File: config.mk
export PLATFORM = sky130hd
export DESIGN_NAME = pipelined_add_sub
export DESIGN_NICKNAME = d
export VERILOG_FILES = /design/src/rtl/add_sub_pkg.sv /design/src/rtl/add_sub_chunk.sv /design/src/rtl/pipelined_add_sub.sv
export SDC_FILE = /design/constraint.sdc
export NUM_CORES = 1
export LEC_CHECK = 0
export BUFFER_PORTS_ARGS = -buffer_cell sky130_fd_sc_hd__buf_2
export CORE_MARGIN = 2
export CORE_UTILIZATION = 50
export CTS_CLUSTER_DIAMETER = 50
export DETAILED_ROUTE_END_ITERATION = 8
export PLACE_DENSITY = 0.78
export SLEW_MARGIN = 10
export SYNTH_ARGS = -nofsm -noshare
export SYNTH_HDL_FRONTEND = slang
export SYNTH_SLANG_ARGS = --single-unit
File: constraint.sdc
create_clock -name clk -period 6.7 [get_ports clk]
set_clock_uncertainty 0.15 [all_clocks]
set_input_delay 0 -clock clk [delete_from_list [all_inputs] [get_ports clk]]
set_output_delay 0 -clock clk [all_outputs]
set_load 0.01 [all_outputs]
File: src/rtl/add_sub_pkg.sv
// Shared types and helpers for the pipelined adder/subtractor.
//   op_e        : operation select (OP_ADD / OP_SUB)
//   chunk_width : width of one carry chunk for a given WIDTH/STAGES split
//   sat_max/min : signed saturation bounds, LSB-aligned in a MaxWidth vector
package add_sub_pkg;

  typedef enum logic {
    OP_ADD = 1'b0,
    OP_SUB = 1'b1
  } op_e;

  // Upper bound on supported operand width for the saturation helpers.
  localparam int unsigned MaxWidth = 1024;

  function automatic int unsigned chunk_width(int unsigned width, int unsigned stages);
    return width / stages;
  endfunction

  function automatic logic [MaxWidth-1:0] sat_max(int unsigned width);
    logic [MaxWidth-1:0] one;
    one = 1;
    return (one << (width - 1)) - one;
  endfunction

  function automatic logic [MaxWidth-1:0] sat_min(int unsigned width);
    logic [MaxWidth-1:0] one;
    one = 1;
    return one << (width - 1);
  endfunction

endpackage

File: src/rtl/add_sub_chunk.sv
// One registered slice of the carry chain.
// Ports:
//   clk, rst_n      : clock, synchronous active-low reset
//   en              : pipeline advance enable; registers hold when low
//   a, b, cin       : chunk operands (b already inverted for subtract) and carry-in
//   s, cout         : registered chunk sum and carry-out
//   msb_carry       : registered carry into the chunk MSB; xor with cout gives signed overflow
module add_sub_chunk
  import add_sub_pkg::*;
#(
  parameter int unsigned CHUNK = 8
) (
  input  logic             clk,
  input  logic             rst_n,
  input  logic             en,
  input  logic [CHUNK-1:0] a,
  input  logic [CHUNK-1:0] b,
  input  logic             cin,
  output logic [CHUNK-1:0] s,
  output logic             cout,
  output logic             msb_carry
);

  logic [CHUNK:0] total;
  logic           msb_c;

  assign total = {1'b0, a} + {1'b0, b} + {{CHUNK{1'b0}}, cin};
  // Recover the carry into the top bit from its sum bit.
  assign msb_c = a[CHUNK-1] ^ b[CHUNK-1] ^ total[CHUNK-1];

  always_ff @(posedge clk) begin
    if (!rst_n) begin
      s         <= '0;
      cout      <= 1'b0;
      msb_carry <= 1'b0;
    end else if (en) begin
      s         <= total[CHUNK-1:0];
      cout      <= total[CHUNK];
      msb_carry <= msb_c;
    end
  end

endmodule

File: src/rtl/pipelined_add_sub.sv
// Pipelined WIDTH-bit adder/subtractor; the carry chain is cut into STAGES chunks,
// one chunk resolved per cycle. Latency is STAGES cycles, one beat per cycle.
// Ports:
//   clk, rst_n              : clock, synchronous active-low reset
//   in_valid/in_ready       : operand handshake (a, b, cin, op)
//   op                      : 0 = a + b + cin, 1 = a - b - cin
//   out_valid/out_ready     : result handshake (sum, cout, ovf, zero)
//   cout                    : carry-out; for subtract 1 means no borrow
//   ovf                     : signed overflow
//   zero                    : result is zero (valid only with out_valid)
// Build option: define ADD_SUB_SATURATE_EN to clamp overflowing results to the
// signed max/min; otherwise results wrap.
module pipelined_add_sub
  import add_sub_pkg::*;
#(
  parameter int unsigned WIDTH  = 32,
  parameter int unsigned STAGES = 4
) (
  input  logic             clk,
  input  logic             rst_n,
  input  logic             in_valid,
  output logic             in_ready,
  input  logic [WIDTH-1:0] a,
  input  logic [WIDTH-1:0] b,
  input  logic             cin,
  input  logic             op,
  output logic             out_valid,
  input  logic             out_ready,
  output logic [WIDTH-1:0] sum,
  output logic             cout,
  output logic             ovf,
  output logic             zero
);

  localparam int unsigned CHUNK = chunk_width(WIDTH, STAGES);
  localparam logic [WIDTH-1:0] ChunkMask = WIDTH'({CHUNK{1'b1}});

  if (STAGES == 0 || STAGES > WIDTH || (WIDTH % STAGES) != 0) begin : g_bad_cfg
    $error("pipelined_add_sub: WIDTH must be a multiple of STAGES, 1 <= STAGES <= WIDTH");
  end

  logic             en;
  op_e              op_sel;
  logic [WIDTH-1:0] b_eff;
  logic             cin_eff;

  // Slot k = state after stage k. a_q/b_q are the skew registers (chunks above k
  // still pending); res_q holds the already-resolved lower chunks (deskew).
  logic [STAGES-1:0] valid_q;
  logic [WIDTH-1:0]  a_q      [STAGES];
  logic [WIDTH-1:0]  b_q      [STAGES];
  logic [WIDTH-1:0]  res_q    [STAGES];
  logic [WIDTH-1:0]  res_full [STAGES];
  logic [CHUNK-1:0]  s_c      [STAGES];
  logic              co_c     [STAGES];
  logic              mc_c     [STAGES];

  logic [WIDTH-1:0] sum_raw;

  // Everything advances together; a stalled output freezes the whole pipe.
  assign en       = !out_valid || out_ready;
  assign in_ready = en;

  assign op_sel  = op_e'(op);
  assign b_eff   = (op_sel == OP_SUB) ? ~b : b;
  assign cin_eff = (op_sel == OP_SUB) ? ~cin : cin;

  for (genvar k = 0; k < STAGES; k++) begin : g_stage
    logic [CHUNK-1:0] op_a;
    logic [CHUNK-1:0] op_b;
    logic             c_in;

    if (k == 0) begin : g_first
      assign op_a = a[CHUNK-1:0];
      assign op_b = b_eff[CHUNK-1:0];
      assign c_in = cin_eff;
    end else begin : g_next
      assign op_a = a_q[k-1][k*CHUNK +: CHUNK];
      assign op_b = b_q[k-1][k*CHUNK +: CHUNK];
      assign c_in = co_c[k-1];
    end

    add_sub_chunk #(
      .CHUNK(CHUNK)
    ) u_chunk (
      .clk      (clk),
      .rst_n    (rst_n),
      .en       (en),
      .a        (op_a),
      .b        (op_b),
      .cin      (c_in),
      .s        (s_c[k]),
      .cout     (co_c[k]),
      .msb_carry(mc_c[k])
    );

    // Lower chunks of slot k merged with the chunk this stage just produced.
    assign res_full[k] = (res_q[k] & ~(ChunkMask << (k * CHUNK)))
                       | (WIDTH'(s_c[k]) << (k * CHUNK));
  end

  always_ff @(posedge clk) begin
    if (!rst_n) begin
      valid_q <= '0;
      for (int i = 0; i < int'(STAGES); i++) begin
        a_q[i]   <= '0;
        b_q[i]   <= '0;
        res_q[i] <= '0;
      end
    end else if (en) begin
      valid_q[0] <= in_valid;
      a_q[0]     <= a;
      b_q[0]     <= b_eff;
      res_q[0]   <= '0;
      for (int i = 1; i < int'(STAGES); i++) begin
        valid_q[i] <= valid_q[i-1];
        a_q[i]     <= a_q[i-1];
        b_q[i]     <= b_q[i-1];
        res_q[i]   <= res_full[i-1];
      end
    end
  end

  assign out_valid = valid_q[STAGES-1];
  assign sum_raw   = res_full[STAGES-1];
  assign cout      = co_c[STAGES-1];
  assign ovf       = co_c[STAGES-1] ^ mc_c[STAGES-1];

`ifdef ADD_SUB_SATURATE_EN
  localparam logic [WIDTH-1:0] SatMax = WIDTH'(sat_max(WIDTH));
  localparam logic [WIDTH-1:0] SatMin = WIDTH'(sat_min(WIDTH));
  // On overflow the wrapped MSB is the inverse of a's MSB, so it picks the clamp.
  assign sum = ovf ? (sum_raw[WIDTH-1] ? SatMax : SatMin) : sum_raw;
`else
  assign sum = sum_raw;
`endif

  assign zero = out_valid && (sum == '0);

endmodule

==> flow_summary.toml <==
[clock_network]
cts_htree_levels = 4
tritoncts = "built"
cts.sinks = 185
numCtsBuffers = 17
cts.root.buffer_cell = "clkbuf_16"
cts.path.max_buffers = 2
clk-insertion-delay-late_ns = 0.43
reg_clk_slew_reported_paths_ns = 0.07

[setup_path]
timing.setup.critical_path_class = "reg2reg"
r2r_setup_slack_ns = 2.91
worstSetupEndpointType = "register"
reg2reg_from = "valid_q[3]"
r2r_cells = 8
timing.critical_path.fanout_max = 92
cp-start-kind = "register"
worst_ep_required_time_ns = 6.87
worst-endpoint-arrival_ns = 3.96
critical_path.endpoint = "g_stage[0].u_chunk.cout"
critical_path.reg2reg.endpoint = "g_stage[0].u_chunk.cout"
worstSetupStartpoint = "valid_q[3]"

[pwr]
p_leak_nw = 4.85
power_density_mw_per_mm2 = 249
irDropWorstVdd_v = 0.000202

[place]
weighted_congestion_at_the_end_of_routability_driven_global_placement = 0.804
dp_hpwl_mm = 10.3
dp_worst_setup_slack_ns = 3.46
port_buffers = 106

[sta]
worstMarginPinSlew_ns = 1.14
hold_ws_ns = -0.00712
finalHoldViolCount = 1
report.final.slew_viol_count = 0
final.setup.worst_slack_ns = 2.91
timing.fmax_ghz = 0.264
layout_worst_path_cycle_share_pct = 56.6
period_minus_slack_ns = 3.79
slew_headroom_pct = 24.0
total_neg_setup_slack_ns = 0
setup_repair_after_global_routing_missed_its_margin = "no"
setup_viol = 0

[logic_synthesis]
syn_inst = 741
synthDistinctLibCells = 47
ys_seq_area_share_pct = 58.1
synth_area_mm2 = 0.00886
synth_most_common_cell = "edfxtp_1"
ys_top_cells_by_area = "edfxtp_1 (49%), dfxtp_1 (9.3%), and3_1 (9.0%)"
yosys_most_used_dff = "edfxtp_1"
synth_top_cell_area_share_pct = 48.8
synth-seq-cells = 185
synth_area_per_cell_um2 = 12.0
synth_common_cells = "edfxtp_1 (144), and3_1 (127), dfxtp_1 (41), nor2_1 (40), buf_4 (32)"
async_reset_ff_share_pct = 0
synthesis.nets = 847
largest_area_contributor_in_the_synthesized_netlist = "edfxtp_1"
synth_enable_flop_cells = 144
yosysWarningCount = 0

[die]
die_height_um = 137
area_of_the_placeable_core_mm2 = 0.0173
initial_core_utilization_pct = 51.2
fp.dieArea_mm2 = 0.0188
rows = 48
design.portCount = 107
die_width_um = 137

[global_routing]
first_global_vias = 5421
grt_max_degree = 97
grt.total_usage_pct = 18.3
grt_first_pass_wirelength_mm = 26.6
globalRoute.totalOverflow = 0
grt_antenna_before_repair = 0

[finish]
layout-drive-gt1-share_pct = 18.1
multiInputGateArea_mm2 = 0.00318
num_antenna_cells = 0
ff_latch_area_mm2 = 0.00514
fin_nets = 950
fillerInstances = 1387
layout-area-overhead-vs-synth_pct = 16.8
end_of_flow_core_utilization_pct = 59.8

[routing]
post-route-drc-count = 0
firstDrtPassIters = 5
route.detailed.vias_per_inst = 5.37
vias = 5805
route.final.wire_length_mm = 16.2
postRouteAntennaNets = 0
drt-wirelength-per-cell_um = 15.0
number_of_violations_reported_at_the_end_of_detailed_routing_iteration_0 = 422

[status]
run_status = "complete, but fails checks"
violations = "hold timing"

[job]
drv_cap = 0

[worst_hold_path]
min-delay-path-class = "in2reg"
==> area by class of cell <==
class	instances	share of cell area, %
multi-input combinational	454	30.7
sequential	185	49.7
tap	225	2.72
clock inverter	14	1.14
timing repair buffer	165	10.8
inverter	21	0.774
clock buffer	18	4.15
==> metal layers <==
layer	up-vias	wire, µm	global-route usage (%)
li1	2909	-	-
met1	2704	7670	25.7
met2	159	7490	28.1
met3	33	746	3.70
met4	0	337	7.22
met5	-	0	0
==> worst min-delay path by stage <==
stage                  start                      end  slack (ns)  cells past startpoint
finish                  b[1]  g_stage[0].u_chunk.s[1]      -0.007                      5
global route            b[1]  g_stage[0].u_chunk.s[1]        0.04                      5
CTS                     b[1]  g_stage[0].u_chunk.s[1]       0.002                      5
detailed placement  in_valid               valid_q[0]        0.12                      3
global placement    in_valid               valid_q[0]        0.11                      3
floorplan           in_valid               valid_q[0]       -0.01                      2
==> repair_timing <==
action | 4_1_cts | 5_1_grt
buffers inserted | 0 | 0
hold buffers | 55 | 0
hold endpoints to repair | 55 | 0
gates resized for setup | 0 | 0
==> placed cells by master (no fill, tap or decap), types with 10 or more instances in the layout <==
cell type / synthesis / routed
edfxtp_1: 144 / 144
and3_1: 127 / 127
buf_2: 16 / 105
dlygate4sd3_1: 0 / 55
dfxtp_1: 41 / 41
nor2_1: 40 / 40
ha_1: 28 / 28
nand2_1: 27 / 26
xnor2_1: 24 / 24
a21oi_1: 20 / 20
inv_1: 19 / 19
clkbuf_16: 0 / 17
nand3_1: 13 / 13
nor3_1: 12 / 12
or3_1: 11 / 11
o21a_1: 11 / 11
a211o_1: 11 / 11
xor2_1: 10 / 10
==> state kept, by name, indices dropped and copies added, names as in the netlist <==
| name | cells |
|---|---|
| valid_q | 4 |
| b_q | 48 |
| g_stage.u_chunk.s | 32 |
| g_stage.u_chunk.msb_carry | 1 |
| a_q | 48 |
| res_q | 48 |
| g_stage.u_chunk.cout | 4 |
==> through the flow <==
step                instances  total power, W  instance area (µm²)
floorplan                 741         0.00156                 8860
global placement          995         0.00163                 9250
detailed placement        995         0.00164                 9250
CTS                      1082         0.00259                10300
global route             1082         0.00269                10300
finish                   1082         0.00257                10300
==> power by group <==
part	internal [W]	total [W]	switching [W]
Clock	0.000512	0.000934	0.000422
Sequential	0.00132	0.00135	0.0000319
Combinational	0.000145	0.000290	0.000145
==> kinds of logic (layout without fill, tap and decap cells) <==
group | Yosys count | in the layout | share of synthesized area (%)
adders and majority gates | 36 | 36 | 5.76
DFF | 185 | 185 | 58.1
and+or+nand+nor | 273 | 273 | 17.4
AOI/OAI and AO/OA | 107 | 107 | 8.70
muxes | 4 | 4 | 0.622
xor gates and xnor gates | 34 | 34 | 3.36
buffers and inverters | 102 | 218 | 6.07
==> worst max-delay path, cell delays in order (launching register included) <==
cell and delay [ns]:
dfxtp_1 0.34, nor2b_4 0.13, buf_4 0.52, clkinv_2 0.68
buf_4 0.58, mux2_4 0.39, a22oi_1 0.17, dlygate4sd3_1 0.57
nand2_1 0.06
Note: power is estimated with default switching activity, not from simulation.
